$ cat src/rtl/lamp_monitor.sv
// Protocol monitor for the one-hot lamp code: decodes phase, tracks dwell and completed cycles,
// flags code/sequence/stuck errors. Define LAMP_MON_STICKY_EN to make error flags hold until rst.
module lamp_monitor #(
    parameter int unsigned MAX_DWELL = 4,
    parameter int unsigned DW_W      = 8,
    parameter int unsigned CNT_W     = 8,
    parameter logic [2:0]  RED       = 3'b001,
    parameter logic [2:0]  GREEN     = 3'b010,
    parameter logic [2:0]  YELLOW    = 3'b100
) (
    input  logic             clk,
    input  logic             rst,
    input  logic [2:0]       light,
    output logic [1:0]       phase,
    output logic             in_sync,
    output logic [DW_W-1:0]  dwell,
    output logic [CNT_W-1:0] cycle_cnt,
    output logic             code_err,
    output logic             seq_err,
    output logic             stuck_err
);

    typedef enum logic [1:0] {
        PH_SYNC   = 2'd0,
        PH_RED    = 2'd1,
        PH_GREEN  = 2'd2,
        PH_YELLOW = 2'd3
    } phase_e;

    phase_e           phase_q, phase_d;
    logic             in_sync_q, in_sync_d;
    logic [DW_W-1:0]  dwell_q, dwell_d;
    logic [CNT_W-1:0] cnt_q, cnt_d;
    logic             reported_q, reported_d;
    logic             code_err_q, code_err_d;
    logic             seq_err_q, seq_err_d;
    logic             stuck_err_q, stuck_err_d;

    phase_e lit_ph;
    phase_e succ_ph;
    logic   code_hit, seq_hit, stuck_hit;

    always_comb begin
        lit_ph = PH_SYNC;
        if (light == RED)         lit_ph = PH_RED;
        else if (light == GREEN)  lit_ph = PH_GREEN;
        else if (light == YELLOW) lit_ph = PH_YELLOW;

        case (phase_q)
            PH_RED:    succ_ph = PH_GREEN;
            PH_GREEN:  succ_ph = PH_YELLOW;
            PH_YELLOW: succ_ph = PH_RED;
            default:   succ_ph = PH_SYNC;
        endcase
    end

    always_comb begin
        phase_d    = phase_q;
        dwell_d    = dwell_q;
        cnt_d      = cnt_q;
        reported_d = reported_q;
        code_hit   = 1'b0;
        seq_hit    = 1'b0;
        stuck_hit  = 1'b0;

        if (lit_ph == PH_SYNC) begin
            code_hit   = 1'b1;
            phase_d    = PH_SYNC;
            dwell_d    = '0;
            reported_d = 1'b0;
        end else if (phase_q == PH_SYNC) begin
            phase_d    = lit_ph;
            dwell_d    = DW_W'(1);
            reported_d = 1'b0;
        end else if (lit_ph == phase_q) begin
            if (dwell_q < DW_W'(MAX_DWELL)) begin
                dwell_d = dwell_q + DW_W'(1);
            end else if (!reported_q) begin
                // only the first overstay cycle of a phase is reported
                stuck_hit  = 1'b1;
                reported_d = 1'b1;
            end
        end else if (lit_ph == succ_ph) begin
            if (phase_q == PH_YELLOW) cnt_d = cnt_q + CNT_W'(1);
            phase_d    = lit_ph;
            dwell_d    = DW_W'(1);
            reported_d = 1'b0;
        end else begin
            seq_hit    = 1'b1;
            phase_d    = lit_ph;
            dwell_d    = DW_W'(1);
            reported_d = 1'b0;
        end

        in_sync_d = (phase_d != PH_SYNC);

`ifdef LAMP_MON_STICKY_EN
        code_err_d  = code_err_q  | code_hit;
        seq_err_d   = seq_err_q   | seq_hit;
        stuck_err_d = stuck_err_q | stuck_hit;
`else
        code_err_d  = code_hit;
        seq_err_d   = seq_hit;
        stuck_err_d = stuck_hit;
`endif
    end

    always_ff @(posedge clk) begin
        if (rst) begin
            phase_q     <= PH_SYNC;
            in_sync_q   <= 1'b0;
            dwell_q     <= '0;
            cnt_q       <= '0;
            reported_q  <= 1'b0;
            code_err_q  <= 1'b0;
            seq_err_q   <= 1'b0;
            stuck_err_q <= 1'b0;
        end else begin
            phase_q     <= phase_d;
            in_sync_q   <= in_sync_d;
            dwell_q     <= dwell_d;
            cnt_q       <= cnt_d;
            reported_q  <= reported_d;
            code_err_q  <= code_err_d;
            seq_err_q   <= seq_err_d;
            stuck_err_q <= stuck_err_d;
        end
    end

    assign phase     = phase_q;
    assign in_sync   = in_sync_q;
    assign dwell     = dwell_q;
    assign cycle_cnt = cnt_q;
    assign code_err  = code_err_q;
    assign seq_err   = seq_err_q;
    assign stuck_err = stuck_err_q;

endmodule
$ cat config.mk
export PLATFORM = sky130hd
export DESIGN_NAME = lamp_monitor
export DESIGN_NICKNAME = d
export VERILOG_FILES = /design/src/rtl/lamp_monitor.sv
export SDC_FILE = /design/constraint.sdc
export NUM_CORES = 1
export LEC_CHECK = 0
export ABC_AREA = 0
export BUFFER_PORTS_ARGS = -buffer_cell sky130_fd_sc_hd__buf_2
export CAP_MARGIN = 10
export CORE_AREA = 2 2 61 63
export CTS_CLUSTER_SIZE = 25
export DETAILED_ROUTE_END_ITERATION = 16
export DIE_AREA = 0 0 63 65
export SLEW_MARGIN = 20
export SYNTH_ARGS = -nofsm -noshare
export SYNTH_HDL_FRONTEND = slang
export SYNTH_SLANG_ARGS = --single-unit
$ cat constraint.sdc
create_clock -name clk -period 2.4 [get_ports clk]
set_clock_uncertainty 0.15 [all_clocks]
set_input_delay 0.12 -clock clk [delete_from_list [all_inputs] [get_ports clk]]
set_output_delay 0.12 -clock clk [all_outputs]
set_load 0.01 [all_outputs]
==> out/qor.log <==
[placed_design] Cells after DPL 197
[global_routing] global-route wire length before repair 3781 um
[finish] most frequent standard cell in the layout excluding fill and tap cells buf_2
[placed_design] post-DP HPWL 1688 um
[clock_network] clock tree from TritonCTS yes
[synth] post-synth top area cell dfxtp_1
[synth] post-synthesis instance total 123
[clock_network] root buffer cell clkbuf_4
[worst_setup_path] Worst setup EP type register
[clock_network] # H-tree levels 1
[synth] nets in the synthesized netlist 133
[global_routing] number of global-route vias before repair 874
[timing] count of final hold-check violations 0
[drt] routed wire length 2224 um
[global_routing] GRT overflow 0
[drt] DRC violation count after routing 0
[finish] total area of multi-input combinational cells 705.7 um^2
[floorplanning] FP Rows 22
[synth] Mapped Area 1139 um^2
[synth] number of distinct library cell variants in the gate-level netlist after synthesis 39
[finish] non-filler instance count after layout 205
[run] reported max-cap violation count 0
[synth] warnings from Yosys 0
[clock_network] clock latency at the later pin of the worst-skew pair 0.30 ns
[synth] synthesized flop and latch total 23
[floorplanning] overall die width 63 um
[pwr] total leakage power 0.6104 nW
[timing] final setup violating endpoints 0
[pwr] worst supply voltage drop on vdd 0.0001649 V
[clock_network] Clock Sinks 23
[finish] filler instances 358
[worst_setup_path] maximum fanout along the worst path 4
[synth] sequential fraction of the synthesis area 0.4044
[timing] count of pins over their slew limit 0
[synth] share of flip-flops with an asynchronous set or reset 0
[synth] post-synthesis mux area share 0.02967
[clock_network] clock tree buffer depth 2
[timing] Final Cycle Share 0.9857
[pwr] power per standard cell area 441.6 nW/um^2
[synth] largest cells by area after synthesis dfxtp_1 40%, ha_1 5.5%, nor2b_1 3.8%
[global_routing] maximum number of pins on one net before global-route repair 18
[global_routing] initial antenna violation count 0
[timing] setup repair after global routing missed its margin yes
[timing] Least-Margin Pin Slew 0.4735 ns
[synth] largest family of logic cells by synthesized area simple AND/OR/NAND/NOR gates
[synth] adder-cell share of the synthesized area 0.06484
[drt] antenna-violating nets left 0
[drt] per-cell via count in the routed design 4.824
[clock_network] number of CTS-inserted buffers 3
[floorplanning] initial cell density of the core 0.3257
[worst_setup_path] Crit. Startpoint phase[0]
[worst_setup_path] reg2reg start phase[0]
[synth] Post-synth EDFFs 0
[finish] antenna cell count 0
[drt] DRT Pass-1 Iters 4
[timing] Final TNS setup 0 ns
[timing] hold_ws 0.02881 ns
[min_path] worst hold path cell count 2
[min_path] class of the tightest hold or removal check in2reg
[floorplanning] DIE AREA 4095 um^2
[drt] routed vias 989
[worst_setup_path] required arrival time at the worst endpoint 2.50 ns
[min_path] min-delay src rst
[placed_design] global placement routability congestion 0.7911
[worst_setup_path] category of the worst setup path launch point register
[global_routing] Total GRT Usage 0.1149
[finish] Final #Nets 168
[synth] area fraction in compound gates after synthesis 0.1527
[finish] most frequent cells in the layout 26 x buf_2, 21 x dfxtp_1, 9 x nor2_1
[placed_design] Placed Instance Area 1364 um^2
[synth] primary flip-flop cell chosen by synthesis mapping dfxtp_1
[finish] share of post-route cells with drive strength above 1 0.3822
[floorplanning] vertical die dimension 65 um
[timing] highest clock frequency the design can meet 422.7 MHz
[worst_setup_path] worst setup path category reg2reg
[finish] synthesis-to-layout area growth 30.44%
[finish] FF+latch area 467.9 um^2
[finish] final cell area excluding filler cells 1485 um^2
[drt] per-cell routed wire length 10.85 um
[status] result of the run completed
[floorplanning] Std-Cell Core Area 3496 um^2
[timing] headroom to the max-slew limit 0.6819
[clock_network] clock-pin slew on the worst setup and hold paths 0.12 ns
[synth] xor and xnor area share after synthesis 0.02308
[drt] 1st-iter DRT viols 26
[synth] Avg Cell Area, Syn 9.257 um^2
[synth] area share of the leading cell type in the synthesized netlist 0.4044
[timing] minimum clock period 2.366 ns
[worst_setup_path] data arrival time at the worst-slack endpoint 2.46 ns
[floorplanning] Top Ports 27
[worst_setup_path] Worst Reg-to-Reg Cells 7
[placed_design] Port Buffers 26
[synth] simple-gate area share of the yosys netlist 0.2802
## metrics by stage
step	util	total power [mW]	setup WS, ns
after global routing	0.4248	0.6956	-0.06037
final	0.4248	0.6559	0.03433
after detailed placement	0.3901	0.4871	0.02669
after floorplan	-	0.4642	0.01192
after CTS	0.4037	0.6628	0.02978
after global placement	0.3901	0.4852	0.06255
## path summary, 6_finish.rpt
kind	endpoint	slack (ns)
hold / removal	cycle_cnt[6]	0.03
setup / recovery	cycle_cnt[7]	0.03
setup reg to reg	cycle_cnt[7]	0.03
hold reg to reg	stuck_err	0.29
## final cells by class
cell class                      count  share of cell area
Multi-Input combinational cell     90              0.4751
Inverter                            5             0.01432
Sequential cell                    23              0.3151
Clock inverter                      1            0.003370
Clock buffer                        3             0.01516
Timing Repair Buffer               35              0.1365
Tap cell                           48             0.04044
## sequential cells by signal, summed over array words and instances (netlist names)
register / flops
cycle_cnt: 8
dwell: 8
phase: 2
code_err: 1
in_sync: 1
reported_q: 1
seq_err: 1
stuck_err: 1
## cell usage after synthesis (2+ instances only)
| master | n |
|---|---|
| a21oi_1 | 5 |
| and2_1 | 5 |
| and3_1 | 4 |
| buf_2 | 2 |
| dfxtp_1 | 23 |
| ha_1 | 5 |
| inv_1 | 5 |
| mux2_2 | 3 |
| nand2_1 | 8 |
| nor2_1 | 9 |
| nor2b_1 | 7 |
| nor3_1 | 5 |
| nor3b_1 | 4 |
| nor4_1 | 2 |
| o21ai_0 | 4 |
| o31ai_1 | 5 |
| or4_1 | 4 |
| xnor2_1 | 2 |
## metal layers
layer | track usage | part of all wire
met1 | 0.1363 | 0.48
met2 | 0.2061 | 0.46
met3 | 0.01042 | 0.038
met5 | 0 | 0
met4 | 0.05833 | 0.019
## where the power goes
| group | internal (mW) | total, mW | switching, mW |
|---|---|---|---|
| combinational | 0.0410 | 0.0932 | 0.0521 |
| clock | 0.0621 | 0.171 | 0.109 |
| sequential | 0.387 | 0.392 | 0.00457 |
## cell families after synthesis
| kind of cell | Yosys count |
|---|---|
| buffers and inverters | 10 |
| DFF | 23 |
| adders and majority gates | 6 |
| AOI/OAI and AO/OA | 24 |
| muxes | 3 |
| xor gates and xnor gates | 3 |
| and+or+nand+nor | 54 |
## critical path, cell delays in order, from the launching register on
cell and delay (ns):
dfxtp_4 0.38, inv_4 0.05, ha_2 0.17, or4_4 0.52, a211oi_4 0.37, o31ai_4 0.14, or4_1 0.41, a21oi_1 0.13
## timing repair
action                     CTS  global route
buffers inserted             0             2
hold endpoints to repair     2             0
setup endpoints to repair    1             4
hold buffers                 2             0
cloned                       0             0
gates resized for setup      0            14
pin swaps                    1             9
Power figures use the tool's default switching activity.
